===== src/rtl/gpioemu_host_seq_if.sv =====
// gpioemu_host_seq_if: command/response handshakes plus the gpioemu register bus
interface gpioemu_host_seq_if;
   logic        cmd_valid;
   logic        cmd_ready;
   logic [23:0] cmd_a1;
   logic [23:0] cmd_a2;
   logic        rsp_valid;
   logic        rsp_ready;
   logic [31:0] rsp_w;
   logic [23:0] rsp_l;
   logic        rsp_timeout;
   logic [15:0] saddress;
   logic        srd;
   logic        swr;
   logic [31:0] sdata_out;
   logic [31:0] sdata_in;
   modport master (
      input  cmd_valid, cmd_a1, cmd_a2, rsp_ready, sdata_in,
      output cmd_ready, rsp_valid, rsp_w, rsp_l, rsp_timeout, saddress, srd, swr, sdata_out
   );
   modport slave (
      output cmd_valid, cmd_a1, cmd_a2, rsp_ready, sdata_in,
      input  cmd_ready, rsp_valid, rsp_w, rsp_l, rsp_timeout, saddress, srd, swr, sdata_out
   );
endinterface


===== src/rtl/gpioemu_host_seq.sv =====
// gpioemu_host_seq: runs write A1/A2/CTRL, status poll, read W/L on the gpioemu bus per command
module gpioemu_host_seq #(
   parameter logic [15:0] ADDR_A1   = 16'h0380,
   parameter logic [15:0] ADDR_A2   = 16'h0388,
   parameter logic [15:0] ADDR_W    = 16'h0390,
   parameter logic [15:0] ADDR_L    = 16'h0398,
   parameter logic [15:0] ADDR_CTRL = 16'h03A0,
   parameter int          STROBE_W  = 2,
   parameter int          GAP_W     = 2,
   parameter int          POLL_MAX  = 1024
) (
   input  logic                 clk,
   input  logic                 n_reset,
   gpioemu_host_seq_if.master   bus,
   output logic [15:0]          op_count
);
   typedef enum logic [2:0] {IDLE, WR_A1, WR_A2, WR_GO, RD_STAT, RD_W, RD_L, RESP} state_t;
   localparam int LAST = STROBE_W + GAP_W;
   localparam int PW   = $clog2(POLL_MAX + 1);
   state_t        state;
   logic [15:0]   cnt;
   logic [15:0]   cnt_n;
   logic [PW-1:0] poll;
   logic [1:0]    stat;
   logic [23:0]   a2;
   logic          last;
   logic          strobe_n;
   logic          wr_st;
   logic          rd_st;
   logic          cap;
   // cnt walks SETUP (0), STROBE (1..STROBE_W), HOLD (..LAST) within every access
   assign last     = cnt == 16'(LAST);
   assign cnt_n    = last ? '0 : cnt + 16'd1;
   assign strobe_n = cnt_n != '0 && cnt_n <= 16'(STROBE_W);
   assign wr_st    = state inside {WR_A1, WR_A2, WR_GO};
   assign rd_st    = state inside {RD_STAT, RD_W, RD_L};
   assign cap      = rd_st && cnt == 16'(STROBE_W + 1);
   always_ff @(posedge clk or negedge n_reset) begin
      if (!n_reset) begin
         state           <= IDLE;
         cnt             <= '0;
         poll            <= '0;
         stat            <= '0;
         a2              <= '0;
         op_count        <= '0;
         bus.cmd_ready   <= 1'b1;
         bus.rsp_valid   <= 1'b0;
         bus.rsp_w       <= '0;
         bus.rsp_l       <= '0;
         bus.rsp_timeout <= 1'b0;
         bus.saddress    <= '0;
         bus.srd         <= 1'b0;
         bus.swr         <= 1'b0;
         bus.sdata_out   <= '0;
      end else begin
         cnt     <= (wr_st || rd_st) ? cnt_n : '0;
         bus.srd <= rd_st && strobe_n;
         bus.swr <= wr_st && strobe_n;
         if (cap && state == RD_STAT) begin
            stat <= bus.sdata_in[1:0];
            poll <= poll + 1'b1;
         end
         if (cap && state == RD_W) bus.rsp_w <= bus.sdata_in;
         if (cap && state == RD_L) bus.rsp_l <= bus.sdata_in[23:0];
         case (state)
            IDLE: if (bus.cmd_valid) begin
               state           <= WR_A1;
               a2              <= bus.cmd_a2;
               poll            <= '0;
               bus.cmd_ready   <= 1'b0;
               bus.rsp_w       <= '0;
               bus.rsp_l       <= '0;
               bus.rsp_timeout <= 1'b0;
               bus.saddress    <= ADDR_A1;
               bus.sdata_out   <= {8'h0, bus.cmd_a1};
            end
            WR_A1: if (last) begin
               state         <= WR_A2;
               bus.saddress  <= ADDR_A2;
               bus.sdata_out <= {8'h0, a2};
            end
            WR_A2: if (last) begin
               state         <= WR_GO;
               bus.saddress  <= ADDR_CTRL;
               bus.sdata_out <= '0;
            end
            WR_GO: if (last) state <= RD_STAT;
            RD_STAT: if (last) begin
               if (stat == 2'b11) begin
                  state        <= RD_W;
                  bus.saddress <= ADDR_W;
               end else if (poll == PW'(POLL_MAX)) begin
                  state           <= RESP;
                  bus.rsp_timeout <= 1'b1;
                  bus.rsp_valid   <= 1'b1;
               end
            end
            RD_W: if (last) begin
               state        <= RD_L;
               bus.saddress <= ADDR_L;
            end
            RD_L: if (last) begin
               state         <= RESP;
               bus.rsp_valid <= 1'b1;
            end
            RESP: if (bus.rsp_ready) begin
               state         <= IDLE;
               bus.rsp_valid <= 1'b0;
               bus.cmd_ready <= 1'b1;
               op_count      <= op_count + 16'd1;
            end
         endcase
      end
   end
endmodule


===== src/flat_wrapper.sv =====
// flat-port wrapper written by rule: the top's interface ports become plain ports
module gpioemu_host_seq_flat 
#(
   parameter logic [15:0] ADDR_A1   = 16'h0380,
   parameter logic [15:0] ADDR_A2   = 16'h0388,
   parameter logic [15:0] ADDR_W    = 16'h0390,
   parameter logic [15:0] ADDR_L    = 16'h0398,
   parameter logic [15:0] ADDR_CTRL = 16'h03A0,
   parameter int          STROBE_W  = 2,
   parameter int          GAP_W     = 2,
   parameter int          POLL_MAX  = 1024
)
  (clk, n_reset, op_count, bus_cmd_valid, bus_cmd_a1, bus_cmd_a2, bus_rsp_ready, bus_sdata_in, bus_cmd_ready, bus_rsp_valid, bus_rsp_w, bus_rsp_l, bus_rsp_timeout, bus_saddress, bus_srd, bus_swr, bus_sdata_out);
  gpioemu_host_seq_if bus_i ();
  input  logic clk;
  input  logic n_reset;
  output logic [15:0] op_count;
  input wire logic [$bits(bus_i.cmd_valid)-1:0] bus_cmd_valid;
  input wire logic [$bits(bus_i.cmd_a1)-1:0] bus_cmd_a1;
  input wire logic [$bits(bus_i.cmd_a2)-1:0] bus_cmd_a2;
  input wire logic [$bits(bus_i.rsp_ready)-1:0] bus_rsp_ready;
  input wire logic [$bits(bus_i.sdata_in)-1:0] bus_sdata_in;
  output wire logic [$bits(bus_i.cmd_ready)-1:0] bus_cmd_ready;
  output wire logic [$bits(bus_i.rsp_valid)-1:0] bus_rsp_valid;
  output wire logic [$bits(bus_i.rsp_w)-1:0] bus_rsp_w;
  output wire logic [$bits(bus_i.rsp_l)-1:0] bus_rsp_l;
  output wire logic [$bits(bus_i.rsp_timeout)-1:0] bus_rsp_timeout;
  output wire logic [$bits(bus_i.saddress)-1:0] bus_saddress;
  output wire logic [$bits(bus_i.srd)-1:0] bus_srd;
  output wire logic [$bits(bus_i.swr)-1:0] bus_swr;
  output wire logic [$bits(bus_i.sdata_out)-1:0] bus_sdata_out;
  assign bus_i.cmd_valid = bus_cmd_valid;
  assign bus_i.cmd_a1 = bus_cmd_a1;
  assign bus_i.cmd_a2 = bus_cmd_a2;
  assign bus_i.rsp_ready = bus_rsp_ready;
  assign bus_i.sdata_in = bus_sdata_in;
  assign bus_cmd_ready = bus_i.cmd_ready;
  assign bus_rsp_valid = bus_i.rsp_valid;
  assign bus_rsp_w = bus_i.rsp_w;
  assign bus_rsp_l = bus_i.rsp_l;
  assign bus_rsp_timeout = bus_i.rsp_timeout;
  assign bus_saddress = bus_i.saddress;
  assign bus_srd = bus_i.srd;
  assign bus_swr = bus_i.swr;
  assign bus_sdata_out = bus_i.sdata_out;
  gpioemu_host_seq #(.ADDR_A1(ADDR_A1), .ADDR_A2(ADDR_A2), .ADDR_W(ADDR_W), .ADDR_L(ADDR_L), .ADDR_CTRL(ADDR_CTRL), .STROBE_W(STROBE_W), .GAP_W(GAP_W), .POLL_MAX(POLL_MAX)) u_core (.clk(clk), .n_reset(n_reset), .bus(bus_i), .op_count(op_count));
endmodule

===== config.mk =====
export PLATFORM = sky130hd
export DESIGN_NAME = gpioemu_host_seq_flat
export DESIGN_NICKNAME = d
export VERILOG_FILES = /design/src/rtl/gpioemu_host_seq_if.sv /design/src/rtl/gpioemu_host_seq.sv /design/src/flat_wrapper.sv
export SDC_FILE = /design/constraint.sdc
export NUM_CORES = 1
export LEC_CHECK = 0
export BUFFER_PORTS_ARGS = -buffer_cell sky130_fd_sc_hd__buf_2
export CORE_MARGIN = 10
export CORE_UTILIZATION = 25
export CTS_BUF_LIST = sky130_fd_sc_hd__clkbuf_2 sky130_fd_sc_hd__clkbuf_4 sky130_fd_sc_hd__clkbuf_8
export DETAILED_ROUTE_END_ITERATION = 10
export HOLD_SLACK_MARGIN = 0.02
export SLEW_MARGIN = 40
export SYNTH_ARGS = -nofsm -noshare
export SYNTH_HDL_FRONTEND = slang
export SYNTH_SLANG_ARGS = --single-unit

===== constraint.sdc =====
create_clock -name clk -period 2.65 [get_ports clk]
set_input_delay 0.265 -clock clk [delete_from_list [all_inputs] [get_ports clk]]
set_output_delay 0.265 -clock clk [all_outputs]
set_load 0.02 [all_outputs]

==> flow_summary_export.csv <==
group,metric,value,unit
cells_and_area,final-instance-count-excl-fill,1408,
synth,synth_edf_count,0,
sta,setup-violations-final,0,
placed_design,port_buffers,190,
synth,ys.flop_type,"sky130_fd_sc_hd__dfrtp_1",
sta,fin_worst_hold_slack,0.0537,ns
floorplanning,fp-row-count,62,
routing,drc,0,
clock_tree,cts_hold_buffers,47,
sta,setup_tns,0,ns
sta,fin_ws,0.140,ns
routing,drt_iter0_markers,249,
grt,grt_antenna_before_repair,0,
placed_design,final_hpwl_from_detailed_placement,15400,um
clock_tree,clock_latency_on_the_worst_skew_pair,0.47,ns
cells_and_area,diodes,0,
sta,timing.fmax,398,MHz
clock_tree,h-tree-depth,4,
cells_and_area,final_util,0.333,
synth,syn_inst,783,
cells_and_area,design.final.nets,1101,
synth,yosysWarningCount,0,
floorplanning,die-area,36300,um^2
routing,wl_per_cell,15.5,um
pwr,fin_total_pwr,9.49,mW
sta,timing.final.max_slew_violations,0,
job,cap_viol_max_count,0,
placed_design,placed_area,8640,um^2
placed_design,detailedPlace.worstSlack,0.197,ns
clock_tree,clock_tree.root_cell,"sky130_fd_sc_hd__clkbuf_8",
placed_design,finalWeightedCongestion,0.826,
clock_tree,cts.sink_count,161,
clock_tree,cts_tree,"built",
clock_tree,post-cts-setup-buffer-count,0,
synth,synth.yosys.seq_area_share,0.555,
grt,via_count_of_the_first_global_routing_pass,6531,
pwr,power.density_cell_area,994,nW/um^2
cells_and_area,final_cell_area,9550,um^2
synth,synth_async_sr_flop_share,1.00,
synth,yosysUniqueCellTypes,49,
pwr,p_leak,4.61,nW
placed_design,placed_cells_incl_taps,1329,
worst_setup_path,critPathCaptureType,"flip-flop",
cells_and_area,area_growth_syn_to_layout,31.4,%
synth,synth_area,7260,um^2
floorplanning,floorplan.die.width,190,um
floorplanning,dieHeight,190,um
grt,grt_usage,0.120,
grt,grt_overflow_total,0,
routing,post_route_wl,21900,um
cells_and_area,drive_gt1_frac,0.251,
routing,postRouteAntennaNets,0,
outcome,status,"finished, final reports clean",
floorplanning,design.core.area,28700,um^2
grt,grt_max_degree,68,
routing,dr_total_vias,6226,
pwr,ir_worst_vdd,0.376,mV
synth,synth.avg_cell_area,9.28,um^2
worst_setup_path,setup.worst_path.class,"reg -> reg",
worst_setup_path,worst_setup_path_start_kind,"flip-flop",
routing,dr.pass1.iters,4,
sta,fin_worst_skew,0.0147,ns
clock_tree,clock_tree.buffer_depth,2,
sta,grt_setup_unrepaired,"no",
sta,worst_slew_pin_slew,0.679,ns
routing,routed_via_density,4.42,
sta,period_needed,2.51,ns
clock_tree,cts_resized,0,
synth,synth-seq-cells,161,
sta,finalHoldViolCount,0,
sta,fin_crit_sh,0.947,
grt,grt_pass1_wl,35200,um
floorplanning,initial_core_utilization,0.253,
worst_setup_path,worst-endpoint-required,2.99,ns
min_path,hold_path.class,"in -> reg",
sta,worst_slew_margin,0.547,
clock_tree,cts_inserted_buffers,17,
floorplanning,top_level_ports,209,
worst_setup_path,critical_path_arrival,2.85,ns
worst_setup_path,cp_max_fo,32,
clock_tree,path_clk_slew,0.09,ns
layer usage:
metal,part of all wire,vias up,wire length [um],GRT usage
met5,0,-,0,0
li1,-,3038,-,-
met4,0.019,0,418,0.0418
met1,0.43,2978,9430,0.145
met3,0.066,28,1440,0.0324
met2,0.48,182,10600,0.201
cells in the final DEF (no fill, tap or decap), types with 5 or more instances in the layout:
cell type,synthesis,layout
sky130_fd_sc_hd__buf_12,0,5
sky130_fd_sc_hd__xor2_1,13,13
sky130_fd_sc_hd__nor4_1,7,7
sky130_fd_sc_hd__nand4_1,10,10
sky130_fd_sc_hd__buf_2,14,189
sky130_fd_sc_hd__and3_1,6,6
sky130_fd_sc_hd__o21ai_0,9,9
sky130_fd_sc_hd__buf_4,20,12
sky130_fd_sc_hd__nand2_1,219,219
sky130_fd_sc_hd__a21oi_1,88,88
sky130_fd_sc_hd__inv_1,9,9
sky130_fd_sc_hd__nand3_1,14,14
sky130_fd_sc_hd__ha_1,6,6
sky130_fd_sc_hd__clkinv_4,0,5
sky130_fd_sc_hd__conb_1,1,18
sky130_fd_sc_hd__dfrtp_1,160,160
sky130_fd_sc_hd__a22oi_1,24,24
sky130_fd_sc_hd__nor3_1,9,9
sky130_fd_sc_hd__xnor2_1,28,28
sky130_fd_sc_hd__dlygate4sd3_1,0,47
sky130_fd_sc_hd__clkbuf_8,0,19
sky130_fd_sc_hd__nor2_1,69,67
cell type report:
type / instances / area (um^2)
fill: 2963 / 19200
sequential: 161 / 4030
multi-input combinational: 568 / 2950
timing repair buffer: 254 / 1620
tap: 384 / 480
clock buffer: 19 / 262
clock inverter: 13 / 175
inverter: 9 / 33.8
critical path: stages, from the launching register on:
cell,delay (ns)
sky130_fd_sc_hd__dfrtp_1,0.45
sky130_fd_sc_hd__ha_1,0.27
sky130_fd_sc_hd__nor3b_1,0.28
sky130_fd_sc_hd__nand2_1,0.15
sky130_fd_sc_hd__or3_4,0.39
sky130_fd_sc_hd__or2_2,0.58
sky130_fd_sc_hd__nand2_1,0.17
sky130_fd_sc_hd__a21oi_1,0.09
flip-flops by register name, summed over array words and instances, names as in the netlist, 3 cells and up:
register,cells
u_core.bus.rsp_w,32
u_core.a2,24
u_core.bus.rsp_l,24
u_core.bus.sdata_out,24
u_core.cnt,16
u_core.op_count,16
u_core.poll,11
u_core.bus.saddress,4
u_core.state,3
kinds of logic after synthesis:
| logic type | share of synthesized area |
|---|---|
| xor gates and xnor gates | 0.0494 |
| DFF | 0.555 |
| AOI/OAI and AO/OA | 0.110 |
| adders and majority gates | 0.0103 |
| buffers and inverters | 0.0494 |
| and+or+nand+nor | 0.219 |
| muxes | 0.00603 |
| other | 0.000516 |
cells in the mapped netlist, types with 5 or more instances:
library cell	instances	area share
sky130_fd_sc_hd__a21oi_1	88	0.061
sky130_fd_sc_hd__a22oi_1	24	0.025
sky130_fd_sc_hd__and3_1	6	0.0052
sky130_fd_sc_hd__buf_1	5	0.0026
sky130_fd_sc_hd__buf_2	14	0.0096
sky130_fd_sc_hd__buf_4	20	0.021
sky130_fd_sc_hd__clkbuf_1	23	0.012
sky130_fd_sc_hd__dfrtp_1	160	0.55
sky130_fd_sc_hd__ha_1	6	0.010
sky130_fd_sc_hd__inv_1	9	0.0047
sky130_fd_sc_hd__nand2_1	219	0.11
sky130_fd_sc_hd__nand3_1	14	0.0096
sky130_fd_sc_hd__nand4_1	10	0.0086
sky130_fd_sc_hd__nor2_1	69	0.036
sky130_fd_sc_hd__nor3_1	9	0.0062
sky130_fd_sc_hd__nor4_1	7	0.0060
sky130_fd_sc_hd__o21ai_0	9	0.0062
sky130_fd_sc_hd__xnor2_1	28	0.034
sky130_fd_sc_hd__xor2_1	13	0.016
final timing paths:
kind	startpoint	endpoint	slack (ns)	depth (start not counted)
hold / removal	bus_sdata_in[12]	u_core.bus.rsp_w[12]$_DFF_PN0_	0.05	3
setup reg to reg	u_core.cnt[0]$_DFF_PN0_	u_core.bus.rsp_w[9]$_DFF_PN0_	0.14	7
min in group asynchronous	n_reset	u_core.cnt[4]$_DFF_PN0_	0.26	2
max in group asynchronous	n_reset	u_core.bus.sdata_out[14]$_DFFE_PN0P_	1.71	3
hold reg to reg	u_core.op_count[15]$_DFFE_PN0P_	u_core.op_count[15]$_DFFE_PN0P_	0.47	1
setup / recovery	u_core.cnt[0]$_DFF_PN0_	u_core.bus.rsp_w[9]$_DFF_PN0_	0.14	7
power by group:
group | switching [mW] | leakage (nW) | total, mW | internal [mW]
Sequential | 0.513 | 2.10 | 3.78 | 3.27
Clock | 0.997 | 0.219 | 2.00 | 1.00
Combinational | 2.42 | 2.29 | 3.72 | 1.29
Total | 3.93 | 4.61 | 9.49 | 5.56
No activity file was read; power rests on OpenSTA's default activity.
